**src/rtl/fp_norm_round_pkg.sv**
```systemverilog
// Shared constants, FSM encoding and result record for the FP normalize/round stage.
package fp_norm_round_pkg;

  localparam int MANT_W  = 24;
  localparam int EXP_W   = 8;
  localparam int EXP_MAX = 255;
  localparam int BIAS    = 127;

  typedef enum logic [1:0] {
    ST_IDLE  = 2'd0,
    ST_NORM  = 2'd1,
    ST_ROUND = 2'd2,
    ST_DONE  = 2'd3
  } state_e;

  typedef struct packed {
    logic              sign;
    logic [EXP_W-1:0]  exp;
    logic [MANT_W-2:0] frac;
    logic              nx;
    logic              of;
    logic              uf;
  } res_t;

endpackage

```
**src/rtl/fp_round_rne.sv**
```systemverilog
// Round-to-nearest-even increment on a 24-bit significand with G/R/S, plus carry-out detect.
module fp_round_rne
  import fp_norm_round_pkg::*;
(
  input  logic [MANT_W-1:0] mant,
  input  logic              g,
  input  logic              r,
  input  logic              s,
  output logic [MANT_W-1:0] mant_rnd,
  output logic              mant_ovf,
  output logic              inexact
);

  logic            w_inc;
  logic [MANT_W:0] w_sum;

  assign w_inc    = g & (r | s | mant[0]);
  assign w_sum    = {1'b0, mant} + {{MANT_W{1'b0}}, w_inc};
  assign mant_ovf = w_sum[MANT_W];
  // 0xFFFFFF + 1 renormalizes to 1.000...; the exponent bump is the caller's job
  assign mant_rnd = mant_ovf ? {1'b1, {(MANT_W-1){1'b0}}} : w_sum[MANT_W-1:0];
  assign inexact  = g | r | s;

endmodule

```
**src/rtl/fp_norm_round.sv**
```systemverilog
// Post-add normalize (one left shift per cycle) and RNE round, FSM-sequenced with a valid/ready handshake.
module fp_norm_round
  import fp_norm_round_pkg::*;
(
  input  logic              clk,
  input  logic              rst_n,
  input  logic              in_valid,
  output logic              in_ready,
  input  logic              in_sign,
  input  logic [EXP_W-1:0]  in_exp,
  input  logic [MANT_W-1:0] in_mant,
  input  logic              in_carry,
  input  logic              in_g,
  input  logic              in_r,
  input  logic              in_s,
  output logic              out_valid,
  input  logic              out_ready,
  output logic              out_sign,
  output logic [EXP_W-1:0]  out_exp,
  output logic [MANT_W-2:0] out_frac,
  output logic              flag_nx,
  output logic              flag_of,
  output logic              flag_uf
);

  localparam logic [EXP_W:0] EXP_ONE = (EXP_W+1)'(1);
  localparam logic [EXP_W:0] EXP_SAT = (EXP_W+1)'(EXP_MAX);

  state_e            r_state, w_state_nxt;
  logic              r_sign;
  logic [EXP_W:0]    r_exp;
  logic [MANT_W-1:0] r_mant;
  logic              r_g, r_r, r_s, r_sub;
  res_t              r_res, w_res;

  logic              w_acc_zero, w_norm_done;
  logic [MANT_W-1:0] w_mant_rnd;
  logic              w_ovf, w_inexact;
  logic [EXP_W:0]    w_exp_rnd, w_exp_enc;

  assign w_acc_zero  = ~in_carry & (in_mant == '0);
  assign w_norm_done = r_mant[MANT_W-1] | (r_exp <= EXP_ONE);

  fp_round_rne u_rne (
    .mant     (r_mant),
    .g        (r_g),
    .r        (r_r),
    .s        (r_s),
    .mant_rnd (w_mant_rnd),
    .mant_ovf (w_ovf),
    .inexact  (w_inexact)
  );

  always_ff @(posedge clk or negedge rst_n) begin
    if (!rst_n) r_state <= ST_IDLE;
    else        r_state <= w_state_nxt;
  end

  always_comb begin
    w_state_nxt = r_state;
    case (r_state)
      ST_IDLE:  if (in_valid) w_state_nxt = w_acc_zero ? ST_DONE : ST_NORM;
      ST_NORM:  if (w_norm_done) w_state_nxt = ST_ROUND;
      ST_ROUND: w_state_nxt = ST_DONE;
      ST_DONE:  if (out_ready) w_state_nxt = ST_IDLE;
      default:  w_state_nxt = ST_IDLE;
    endcase
  end

  always_comb begin
    in_ready  = (r_state == ST_IDLE);
    out_valid = (r_state == ST_DONE);
  end

  // A subnormal that rounds into bit 23 becomes the smallest normal.
  always_comb begin
    w_exp_rnd = r_exp + {{EXP_W{1'b0}}, w_ovf};
    w_exp_enc = r_sub ? {{EXP_W{1'b0}}, w_mant_rnd[MANT_W-1]} : w_exp_rnd;
    w_res      = '0;
    w_res.sign = r_sign;
    w_res.uf   = r_sub & w_inexact;
    if (w_exp_enc >= EXP_SAT) begin
      w_res.exp = EXP_W'(EXP_MAX);
      w_res.of  = 1'b1;
      w_res.nx  = 1'b1;
    end else begin
      w_res.exp  = w_exp_enc[EXP_W-1:0];
      w_res.frac = w_mant_rnd[MANT_W-2:0];
      w_res.nx   = w_inexact;
    end
  end

  always_ff @(posedge clk or negedge rst_n) begin
    if (!rst_n) begin
      r_sign <= 1'b0;
      r_exp  <= '0;
      r_mant <= '0;
      r_g    <= 1'b0;
      r_r    <= 1'b0;
      r_s    <= 1'b0;
      r_sub  <= 1'b0;
      r_res  <= '0;
    end else begin
      case (r_state)
        ST_IDLE: if (in_valid) begin
          r_sign <= in_sign;
          r_sub  <= 1'b0;
          if (in_carry) begin
            r_mant <= {1'b1, in_mant[MANT_W-1:1]};
            r_exp  <= {1'b0, in_exp} + EXP_ONE;
            r_g    <= in_mant[0];
            r_r    <= in_g;
            r_s    <= in_r | in_s;
          end else begin
            r_mant <= in_mant;
            r_exp  <= {1'b0, in_exp};
            r_g    <= in_g;
            r_r    <= in_r;
            r_s    <= in_s;
          end
          if (w_acc_zero) r_res <= '0;
        end
        ST_NORM: if (!r_mant[MANT_W-1]) begin
          if (r_exp > EXP_ONE) begin
            r_mant <= {r_mant[MANT_W-2:0], r_g};
            r_g    <= r_r;
            r_r    <= 1'b0;
            r_exp  <= r_exp - EXP_ONE;
          end else begin
            r_sub  <= 1'b1;
          end
        end
        ST_ROUND: r_res <= w_res;
        default: ;
      endcase
    end
  end

  assign out_sign = r_res.sign;
  assign out_exp  = r_res.exp;
  assign out_frac = r_res.frac;
  assign flag_nx  = r_res.nx;
  assign flag_of  = r_res.of;
  assign flag_uf  = r_res.uf;

endmodule

```
**config.mk**
```make
export PLATFORM = sky130hd
export DESIGN_NAME = fp_norm_round
export DESIGN_NICKNAME = d
export VERILOG_FILES = /design/src/rtl/fp_norm_round_pkg.sv /design/src/rtl/fp_round_rne.sv /design/src/rtl/fp_norm_round.sv
export SDC_FILE = /design/constraint.sdc
export NUM_CORES = 1
export LEC_CHECK = 0
export BUFFER_PORTS_ARGS = -buffer_cell sky130_fd_sc_hd__buf_2
export CORE_MARGIN = 4
export CORE_UTILIZATION = 57
export DETAILED_ROUTE_END_ITERATION = 10
export GPL_TIMING_DRIVEN = 0
export MAX_ROUTING_LAYER = met4
export PLACE_DENSITY = 0.81
export SYNTH_ARGS = -nofsm -noshare
export SYNTH_HDL_FRONTEND = slang
export SYNTH_SLANG_ARGS = --single-unit
export TNS_END_PERCENT = 10
```
**constraint.sdc**
```tcl
create_clock -name clk -period 3.3 [get_ports clk]
set_input_delay 0.33 -clock clk [delete_from_list [all_inputs] [get_ports clk]]
set_output_delay 0.33 -clock clk [all_outputs]
set_load 0.02 [all_outputs]
```
==> results.md <==
* R2R setup slack at 0.15 ns
* Post-DR wirelength/cell at 17.71 um
* GRT Total Usage at 0.2738
* Yosys top cell area share at 0.4021
* Die Y at 98.49 um
* Max VDD drop at 0.0004205 V
* Outcome: completed
* Rel. slew slack at 0.4902
* Grt total ovfl at 0
* Ys async rst share at 1.000
* Root Buffer: clkbuf_8
* Final min period at 3.151 ns
* Synthesis-to-finish area growth at 16.84%
* Worst skew pair latency at 0.36 ns
* 1st-iter DRT viols at 414
* Final hold viol count at 0
* Worst setup SP type: flip-flop
* Area of the core at 7848 um2
* Vias at 4352
* Synthesized flop and latch total at 75
* H-tree depth at 3
* Reg2reg end: out_frac[3]
* Die footprint at 9699 um2
* Routed vias/inst at 6.087
* Worst Min Path Start: in_sign
* Clock skew at 0.01443 ns
* Num Clock Sinks at 75
* Worst Setup SP: r_mant[0]
* Final WS setup at 0.1489 ns
* Hold Path Sink: r_sign
* Sequential share of the synthesized area at 0.4021
* GPL Wtd Cong at 0.8768
* Fraction of the cycle the final worst path needs at 0.9549
* Routed Antenna Nets at 0
* Num rows at 32
* Setup violations, final at 0
* Postcts setup bufs at 0
* Share of layout cells above drive strength 1 at 0.2104
* Synthesis Warnings at 0
* Largest net degree at the start of global routing at 39
* Number of iterations in the first detailed-routing pass at 5
* FF-to-FF path depth at 13
* Worst-Margin Slew at 0.7577 ns
* Primary FF master, synth: dfrtp_1
* CTS tree: done
* Initial antenna violation count at 0
* CP Class: reg -> reg
* Total Wirelength at 12.67 mm
* RSZ-0062 raised after global routing: false
* Dominant cell by count in the synthesized netlist: dfrtp_1
* Crit-path max FO at 10
* First-pass GRT wire length at 21.02 mm
* TritonCTS Buffers at 9
* Worst Path Required at 3.54 ns
* Initial Util at 0.5947
* Final TNS setup at 0 ns
* Post-Syn Nets at 570
* Post-synth top area cell: dfrtp_1
* Leakage at 2.464 nW
* CP Data Arrival Time at 3.39 ns
* Area contributors post-synth: dfrtp_1 40%, mux2i_1 5.8%, nand2_1 5.5%
* Post-Syn Instances at 519
* Io pins at 78
* Hold depth at 2
* Worst-case clock buffer depth at 2
* CP endpoint kind: flip-flop
* Post-DP HPWL at 9.594 mm
* N_diodes at 0
* PwrDens at 902.1 nW/um2
* Number of global-route vias before repair at 4247
* Final routed DRC violation total at 0
* Min-delay worst type: in -> reg
* Placed Instance Area at 5197 um2
* Synth cell types at 56
* EDFF count, synth at 0
* Pre-CTS WS at 0.01125 ns
* Mapped cell area at 4667 um2
* Clk slew on worst S/H paths at 0.08 ns
* Finished Cell Area at 5453 um2
* Slew Limit Fails at 0
* Port buffer count at 76
* Die width at 98.49 um
* Most frequent cells after synthesis: 75 x dfrtp_1, 69 x nand2_1, 43 x a21oi_1, 43 x o21ai_0, 38 x nor2_1
* Max_cap viols at 0
* Final net count at 659
* R2r startpoint: r_mant[0]
* Avg Cell Area, Syn at 8.992 um2
* Achievable frequency at 0.3173 GHz
-- cell usage in the layout (no fill, tap or decap), types with 2 or more instances in the layout --
| cell | Yosys | layout |
|---|---|---|
| xor2_1 | 12 | 12 |
| o21ai_0 | 43 | 43 |
| or3_1 | 2 | 2 |
| bufinv_16 | 0 | 2 |
| or4_1 | 2 | 2 |
| o22a_1 | 3 | 3 |
| o31a_1 | 2 | 2 |
| ha_1 | 10 | 10 |
| and2_1 | 4 | 4 |
| a21oi_1 | 43 | 43 |
| a2bb2oi_1 | 2 | 2 |
| mux2i_1 | 27 | 27 |
| and4_1 | 4 | 4 |
| dfrtp_1 | 75 | 74 |
| nand2b_1 | 5 | 5 |
| a21o_1 | 5 | 5 |
| o311ai_0 | 3 | 3 |
| nor2b_1 | 4 | 4 |
| clkbuf_8 | 0 | 10 |
| o31ai_2 | 1 | 2 |
| inv_6 | 0 | 2 |
| buf_4 | 4 | 5 |
| a211oi_1 | 3 | 3 |
| nand2_1 | 69 | 69 |
| nand4_1 | 14 | 14 |
| nand3_1 | 13 | 13 |
| a32o_1 | 14 | 14 |
| nor4_1 | 3 | 3 |
| nor4_2 | 3 | 3 |
| nor3_1 | 8 | 8 |
| nor2_1 | 38 | 37 |
| clkbuf_1 | 16 | 16 |
| buf_6 | 4 | 4 |
| and3_1 | 5 | 5 |
| buf_2 | 8 | 83 |
| o21ai_1 | 12 | 12 |
| mux2_2 | 2 | 2 |
| xnor2_1 | 24 | 24 |
| inv_1 | 11 | 11 |
-- report_power, final --
group	internal (mW)	switching, mW	total [mW]	leakage [nW]
Combinational	0.885	1.51	2.39	1.40
Sequential	1.31	0.389	1.70	0.948
Clock	0.453	0.372	0.825	0.113
-- worst max-delay path by stage --
stage / to / depth (start not counted) / slack, ns
after floorplan: out_frac[0] / 13 / 0.47
after global placement: out_frac[12] / 12 / 0.13
after detailed placement: out_frac[6] / 12 / 0.01
after CTS: out_frac[16] / 12 / 0.008
after global routing: out_frac[21] / 11 / 0.02
final: out_frac[3] / 13 / 0.15
-- layout make-up --
type | instances | area [um2]
tap | 102 | 127.6
fill | 642 | 2395
clock buffer | 10 | 137.6
buffer | 33 | 180.2
clock inverter | 6 | 93.84
multi-input combinational | 400 | 2581
sequential | 75 | 1878
inverter | 11 | 41.29
timing repair buffer | 78 | 412.9
-- critical path: stages (launching register included) --
cell and delay [ns]:
dfrtp_1 0.48, and2_1 0.17, ha_1 0.20, nand2_1 0.12
nor2_4 0.20, and3_2 0.27, ha_1 0.22, xnor2_1 0.09
o31ai_2 0.21, a311oi_1 0.16, or3_1 0.39, buf_6 0.15
buf_6 0.14, a32o_1 0.22
-- metrics by stage --
stage / cells / hold slack [ns] / power (mW) / util
2_1_floorplan: 519 / 0.03441 / 3.290 / -
3_3_place_gp: 697 / 0.4561 / 3.914 / 0.6594
3_5_place_dp: 698 / 0.3283 / 4.032 / 0.6623
4_1_cts: 715 / 0.2164 / 4.860 / 0.6931
5_1_grt: 715 / 0.2085 / 5.261 / 0.6948
6_report: 715 / 0.2159 / 4.919 / 0.6948
-- flip-flops by register name, indices dropped and copies added (netlist names), 2 cells and up --
name	count
r_mant	24
out_frac	23
out_exp	8
r_state	2
r_exp	9
-- cells by family (layout without fill, tap and decap cells) --
logic type | count (synthesis) | count (layout) | synth area share
buf+inv | 44 | 138 | 0.04745
fa+ha+maj | 10 | 10 | 0.02681
compound gates | 141 | 141 | 0.1920
simple gates | 184 | 184 | 0.2013
xor+xnor | 36 | 36 | 0.06756
mux | 29 | 29 | 0.06273
flops | 75 | 75 | 0.4021
-- layer usage --
layer,track usage,part of all wire,vias to the layer above
met2,0.4181,0.46,222
met1,0.3767,0.44,2051
met4,0.08718,0.021,0
met3,0.04388,0.081,25
met5,-,0,-
li1,-,-,2054
-- repair_timing --
item | in CTS | in global routing
resized for setup | 0 | 4
hold endpoints to repair | 37 | 0
hold buffers | 1 | 0
setup endpoints to repair | 0 | 29
(Power assumes the default switching activity.)
